==> src/rtl/pushbutton_conditioner.sv <==
// Synchronises, debounces and edge-detects active-low board pushbuttons into press pulses.
// Optional auto-repeat while held is enabled by defining PUSHBUTTON_AUTO_REPEAT_EN.
module pushbutton_conditioner #(
    parameter int unsigned NUM_BTN    = 3,
    parameter int unsigned DB_CYCLES  = 1000000,
    parameter int unsigned RPT_DELAY  = 25000000,
    parameter int unsigned RPT_PERIOD = 10000000
) (
    input  logic               clk,
    input  logic               rst,
    input  logic [NUM_BTN-1:0] btn_raw,
    output logic [NUM_BTN-1:0] btn_pulse,
    output logic [NUM_BTN-1:0] btn_level
);

    localparam int unsigned DbW = $clog2(DB_CYCLES);
    localparam logic [DbW-1:0] DbMax = DbW'(DB_CYCLES - 1);

    if (DB_CYCLES < 2) begin : g_bad_db
        $error("DB_CYCLES must be >= 2");
    end
    if (RPT_DELAY < 1 || RPT_PERIOD < 1) begin : g_bad_rpt
        $error("RPT_DELAY and RPT_PERIOD must be >= 1");
    end

    logic [NUM_BTN-1:0] meta_q, meta_d;
    logic [NUM_BTN-1:0] sync_q, sync_d;
    logic [NUM_BTN-1:0] level_q, level_d;
    logic [NUM_BTN-1:0] level_prev_q, level_prev_d;
    logic [NUM_BTN-1:0] pulse_q, pulse_d;
    logic [DbW-1:0]     db_cnt_q [NUM_BTN];
    logic [DbW-1:0]     db_cnt_d [NUM_BTN];
    logic [NUM_BTN-1:0] pressed;
    logic [NUM_BTN-1:0] rise;
    logic [NUM_BTN-1:0] rpt_fire;

    always_comb begin
        meta_d       = btn_raw;
        sync_d       = meta_q;
        pressed      = ~sync_q;
        level_d      = level_q;
        level_prev_d = level_q;
        rise         = level_q & ~level_prev_q;
        for (int i = 0; i < NUM_BTN; i++) begin
            db_cnt_d[i] = '0;
            if (pressed[i] != level_q[i]) begin
                if (db_cnt_q[i] == DbMax) begin
                    level_d[i] = ~level_q[i];
                end else begin
                    db_cnt_d[i] = db_cnt_q[i] + 1'b1;
                end
            end
        end
        pulse_d = rise | rpt_fire;
    end

    always_ff @(posedge clk) begin
        if (!rst) begin
            meta_q       <= '1;
            sync_q       <= '1;
            level_q      <= '0;
            level_prev_q <= '0;
            pulse_q      <= '0;
            for (int i = 0; i < NUM_BTN; i++) begin
                db_cnt_q[i] <= '0;
            end
        end else begin
            meta_q       <= meta_d;
            sync_q       <= sync_d;
            level_q      <= level_d;
            level_prev_q <= level_prev_d;
            pulse_q      <= pulse_d;
            for (int i = 0; i < NUM_BTN; i++) begin
                db_cnt_q[i] <= db_cnt_d[i];
            end
        end
    end

`ifdef PUSHBUTTON_AUTO_REPEAT_EN
    localparam int unsigned RptMax = (RPT_DELAY > RPT_PERIOD) ? RPT_DELAY : RPT_PERIOD;
    localparam int unsigned RptW   = (RptMax > 2) ? $clog2(RptMax) : 1;
    localparam logic [RptW-1:0] DelayMax  = RptW'(RPT_DELAY - 1);
    localparam logic [RptW-1:0] PeriodMax = RptW'(RPT_PERIOD - 1);

    typedef enum logic [1:0] {StIdle, StHold, StRepeat} rpt_state_e;

    rpt_state_e      rpt_state_q [NUM_BTN];
    rpt_state_e      rpt_state_d [NUM_BTN];
    logic [RptW-1:0] rpt_cnt_q   [NUM_BTN];
    logic [RptW-1:0] rpt_cnt_d   [NUM_BTN];

    // Entry on the same rise that produces the press pulse, so the first repeat lags it.
    always_comb begin
        rpt_fire = '0;
        for (int i = 0; i < NUM_BTN; i++) begin
            rpt_state_d[i] = rpt_state_q[i];
            rpt_cnt_d[i]   = rpt_cnt_q[i];
            unique case (rpt_state_q[i])
                StIdle: begin
                    if (rise[i]) begin
                        rpt_state_d[i] = StHold;
                        rpt_cnt_d[i]   = '0;
                    end
                end
                StHold, StRepeat: begin
                    if (!level_q[i]) begin
                        rpt_state_d[i] = StIdle;
                        rpt_cnt_d[i]   = '0;
                    end else if (rpt_cnt_q[i] ==
                                 ((rpt_state_q[i] == StHold) ? DelayMax : PeriodMax)) begin
                        rpt_fire[i]    = 1'b1;
                        rpt_state_d[i] = StRepeat;
                        rpt_cnt_d[i]   = '0;
                    end else begin
                        rpt_cnt_d[i] = rpt_cnt_q[i] + 1'b1;
                    end
                end
                default: begin
                    rpt_state_d[i] = StIdle;
                    rpt_cnt_d[i]   = '0;
                end
            endcase
        end
    end

    always_ff @(posedge clk) begin
        for (int i = 0; i < NUM_BTN; i++) begin
            if (!rst) begin
                rpt_state_q[i] <= StIdle;
                rpt_cnt_q[i]   <= '0;
            end else begin
                rpt_state_q[i] <= rpt_state_d[i];
                rpt_cnt_q[i]   <= rpt_cnt_d[i];
            end
        end
    end
`else
    assign rpt_fire = '0;
`endif

    assign btn_level = level_q;
    assign btn_pulse = pulse_q;

endmodule

==> config.mk <==
export PLATFORM = sky130hd
export DESIGN_NAME = pushbutton_conditioner
export DESIGN_NICKNAME = d
export VERILOG_FILES = /design/src/rtl/pushbutton_conditioner.sv
export SDC_FILE = /design/constraint.sdc
export NUM_CORES = 1
export LEC_CHECK = 0
export BUFFER_PORTS_ARGS = -buffer_cell sky130_fd_sc_hd__buf_2
export CORE_MARGIN = 1
export CORE_UTILIZATION = 55
export DETAILED_ROUTE_END_ITERATION = 6
export GPL_TIMING_DRIVEN = 0
export PLACE_DENSITY = 0.73
export SLEW_MARGIN = 15
export SYNTH_ARGS = -nofsm -noshare
export SYNTH_HDL_FRONTEND = slang
export SYNTH_SLANG_ARGS = --single-unit
==> constraint.sdc <==
create_clock -name clk -period 2.2 [get_ports clk]
set_clock_uncertainty 0.05 [all_clocks]
set_input_delay 0.44 -clock clk [delete_from_list [all_inputs] [get_ports clk]]
set_output_delay 0.44 -clock clk [all_outputs]
set_load 0.005 [all_outputs]
After elaboration in Yosys (flattened, before gate mapping)
Memories as Yosys holds them, arrays and structs flattened.
Index checks and enable logic that the tools add are counted.
{"block": "word_totals", "regBits": 15, "mem_bits_rw": 60, "in_bits": 5, "wordCells": 40, "memories": 1}
{"block": "op_classes", "addsub": 3, "n_eq_ne": 6, "muxes": 11, "n_bitwise": 9, "reduce_logical": 3}
{"memory": "db_cnt_q", "words": 3, "width": 20, "read_ports": 3, "rd_ports_with_merged_regs": 0, "wr": 3, "line": "31", "rtl": "logic [DbW-1:0] db_cnt_q [NUM_BTN];"}
{"op": "20-bit 2-to-1 mux", "n": 9}
{"op": "20-bit by 1-bit adder with 20-bit output, second input constant", "n": 3}
{"op": "20-bit == test, second input constant", "n": 3}
{"op": "3-bit NOT", "n": 2}
{"op": "2-bit AND reduction", "n": 3}
{"op": "3-bit AND", "n": 1}
{"op": "1-bit != test", "n": 3}
{"op": "1-bit NOT", "n": 3}
{"op": "1-bit OR", "n": 3}
{"op": "1-bit 2-to-1 mux", "n": 2}

Logic depth before layout (Yosys ltp)
An unclocked memory read counts as a cell.
{"block": "logic_depth", "ltp_word": 5, "ltp_mapped": 7, "mapped_depth_nobuf": 5}

Worst setup path before layout
Ideal clock, no wire load.
{"block": "synth_path", "path_kind": "flip-flop to flip-flop", "start": "memory db_cnt_q[0][0] in the netlist's numbering", "end": "memory db_cnt_q[0][11] in the netlist's numbering", "setup_time_ps": 115, "arrival_ps": 1848, "required_ps": 2035, "slack_ps": 188, "stages_incl_launch_ff": 7, "path_buffers": 1, "cell_sequence": "dfxtp_1 > ha_1 > nand3_1 > or4_1 > o21bai_2 > buf_4 > nor2_1"}
{"element": "start: declaration", "line": "31"}

==> impl_metrics.yaml <==
synthesis:
  synth_edf_count: 0
  ys_types: 43
  synthCells: 359
  synthesis.nets: 367
  synth-seq-cells: 75
  synthesis.area_um2: 3218
  yosys.area.top_type_share_pct: 46.66
  yosysTopAreaCell: "dfxtp_1"
  synthArstFlopShare_pct: 0
  yosysMostFrequentCell: "dfxtp_1"
  seq_area_frac_synth_pct: 46.66
  synth_ff_type: "dfxtp_1"
  syn_avg_cell_area_um2: 8.964
  yosys-top-cells-area: "dfxtp_1 (47%), xnor2_1 (7.6%), nor2_1 (6.1%)"
  yosys_warnings: 0
  synth_common_cells: "dfxtp_1 (75), nor2_1 (52), xnor2_1 (28), nand3_1 (20), nand4_1 (20)"
pwr:
  pwr-share-seq_pct: 51.5
  p_leak_uw: 0.001161
  pwr-share-comb_pct: 1.3
  clock_power_share_pct: 47.2
  netSwitchingFraction_pct: 19.32
  p_sw_uw: 512.7
  ir_drop_uv: 460.6
  p_per_area_nw_per_um2: 725.2
  p_int_uw: 2141
grt:
  overflow: 0
  grt_start_max_net_pins: 13
  grt_pass1_wl_um: 10340
  grt_use_total_pct: 21.32
  grt_pass1_vias: 2308
  antenna_found_initial: 0
die:
  rows: 27
  design.core.area_um2: 5574
  die-area_um2: 6161
  die_h_um: 78.49
  pin_count: 11
  die_w_um: 78.49
  start_util_pct: 57.73
final_layout:
  fin_nets: 392
  fillers: 457
  layout-drive-gt1-share_pct: 12.08
  n_antenna_cell: 0
  postLayoutCoreUtil_pct: 65.66
  syn2layout_area_growth_pct: 13.72
detailed_routing:
  wl_um: 5845
  highest_layer: "met4"
  drc: 0
  vias: 2550
  drtAntennaViolNets: 0
  wl_per_cell_um: 12.68
  wl_met1_um: 3079
  firstDrtPassIters: 4
  dr_wl_met2_um: 2457
  drtIter0Drc: 119
  routed_via_density: 5.531
  dr_wl_met3_um: 170
hold_path:
  min_path_type: "primary input to register"
  whs_path_depth: 2
sta:
  max_freq_mhz: 473.3
  holdWs_ns: 0.2272
  slew_viol_final: 0
  finalSetupTns_ns: 0
  worst_slew_pin_slew_ns: 0.6486
  finalSetupViolCount: 0
  period_needed_ns: 2.113
  slew_headroom_pct: 56.36
  period_share_pct: 96.04
  hold_viol_final: 0
worst_setup_path:
  crit_type: "register to register"
  endpoint_kind: "register"
  r2r-start: "db_cnt_q[0][48]$_SDFF_PP0_"
  worst_path_largest_cell_delay_ns: 0.54
  cp-startpoint: "db_cnt_q[0][48]$_SDFF_PP0_"
  critPathArrivalTime_ns: 2.29
  start_kind: "register"
  r2r_end: "db_cnt_q[0][57]$_SDFF_PP0_"
  path_cells: "or4b_1, or4_4, o211ai_4, buf_4, a21oi_1"
  r2r_slack_ns: 0.09
  crit_fanout: 7
  ff2ff_path_depth: 5
  slowest_stage: "or4_4"
  cp.required_ns: 2.38
  crit_path_end: "db_cnt_q[0][57]$_SDFF_PP0_"
clock_network:
  cts-root-buf: "clkbuf_8"
  numCtsBuffers: 9
  clock_sink_count: 75
  cts_hold_buf: 0
  clkLatencyLatePin_ns: 0.34
  htreeDepth: 3
  cts_tree: "built"
  cts-root-to-sink-buffers: 2
  path_clk_slew_ns: 0.07
placement:
  place.gp.congestion: 0.8714
  io_buffers: 10
  place.detailed.hpwl_um: 4038
status:
  outcome: "finished clean"
job:
  cap_violations: 0
==> sequential cells by signal, summed over array words and instances, names as in the netlist <==
name,cells
btn_level,3
btn_pulse,3
db_cnt_q,60
level_prev_q,3
meta_q,3
sync_q,3
==> final cells by class <==
type,count,area [µm²],share of cell area [%]
Multi-Input combinational cell,261,1629,44.51
Sequential cell,75,1501,41.03
Clock inverter,3,67.56,1.846
Inverter,16,60.06,1.641
Tap cell,72,90.09,2.462
Buffer,7,52.55,1.436
Timing Repair Buffer,14,80.08,2.188
Clock buffer,13,178.9,4.889
==> power groups by stage <==
stage,combinational (µW),clock (µW),sequential [µW]
6_report,35.1,1250,1370
5_1_grt,38.6,1330,1370
4_1_cts,34.8,1280,1370
3_5_place_dp,32.8,0,1400
3_3_place_gp,31.4,0,1400
2_1_floorplan,21.4,0,1400
==> critical path, delay by kind of cell (launching register included) <==
family | cells | cell delay, ns
AO/OA/AOI/OAI | 2 | 0.32
buffers and inverters | 1 | 0.20
flip-flops | 1 | 0.38
AND/OR/NAND/NOR | 2 | 1.05
==> cells by family (layout without fill, tap and decap cells) <==
family | Yosys count | in the layout | synth area share [%]
AO/OA/AOI/OAI | 38 | 38 | 7.193
flip-flops | 75 | 75 | 46.66
XOR/XNOR | 42 | 42 | 11.43
buffers and inverters | 23 | 53 | 3.499
adder cells (fa/ha/maj) | 3 | 3 | 1.167
AND/OR/NAND/NOR | 178 | 178 | 30.05
==> routing by layer <==
layer	track usage, %	vias to the layer above
li1	-	1308
met1	29.62	1190
met2	31.40	40
met3	3.256	12
met4	12.04	0
met5	0	-
==> placed cells by master (no fill, tap or decap), types with 5 or more instances in the layout <==
cell type,synthesis,final
nand2_1,16,16
or3_1,12,12
clkbuf_8,0,13
buf_2,0,10
nor4_1,8,8
dfxtp_1,75,75
and2_1,5,5
a21oi_1,17,17
o21ai_0,13,13
nand2b_1,6,6
inv_1,16,16
nor2_1,52,52
xnor2_1,28,28
nand3_1,20,19
xor2_1,14,14
nor3_1,10,10
buf_4,2,6
nand4_1,20,20
==> through the flow <==
step	total power (µW)	worst slack [ns]	cell area [µm²]	instances
floorplan	1419	0.1878	3218	359
global placement	1430	-0.1348	3358	441
detailed placement	1432	-0.1575	3358	441
CTS	2680	0.02502	3632	459
global route	2738	-0.003413	3660	461
finish	2654	0.08703	3660	461
==> worst min path at each step <==
stage                     slack (ns)                  startpoint                 endpoint
after detailed placement        0.33  level_prev_q[0]$_SDFF_PN0_  btn_pulse[0]$_SDFF_PN0_
final                           0.23                  btn_raw[2]     meta_q[2]$_SDFF_PN1_
after global routing            0.22                  btn_raw[2]     meta_q[2]$_SDFF_PN1_
after global placement          0.32  level_prev_q[0]$_SDFF_PN0_  btn_pulse[0]$_SDFF_PN0_
after CTS                       0.21                  btn_raw[2]     meta_q[2]$_SDFF_PN1_
after floorplan                 0.32  level_prev_q[0]$_SDFF_PN0_  btn_pulse[0]$_SDFF_PN0_
==> what timing repair did <==
action,CTS,global route
gates cloned,0,0
gates resized for setup,2,2
endpoints found under the setup margin,20,34
buffers inserted,2,2
pin swaps,1,3
(Power assumes the default switching activity.)
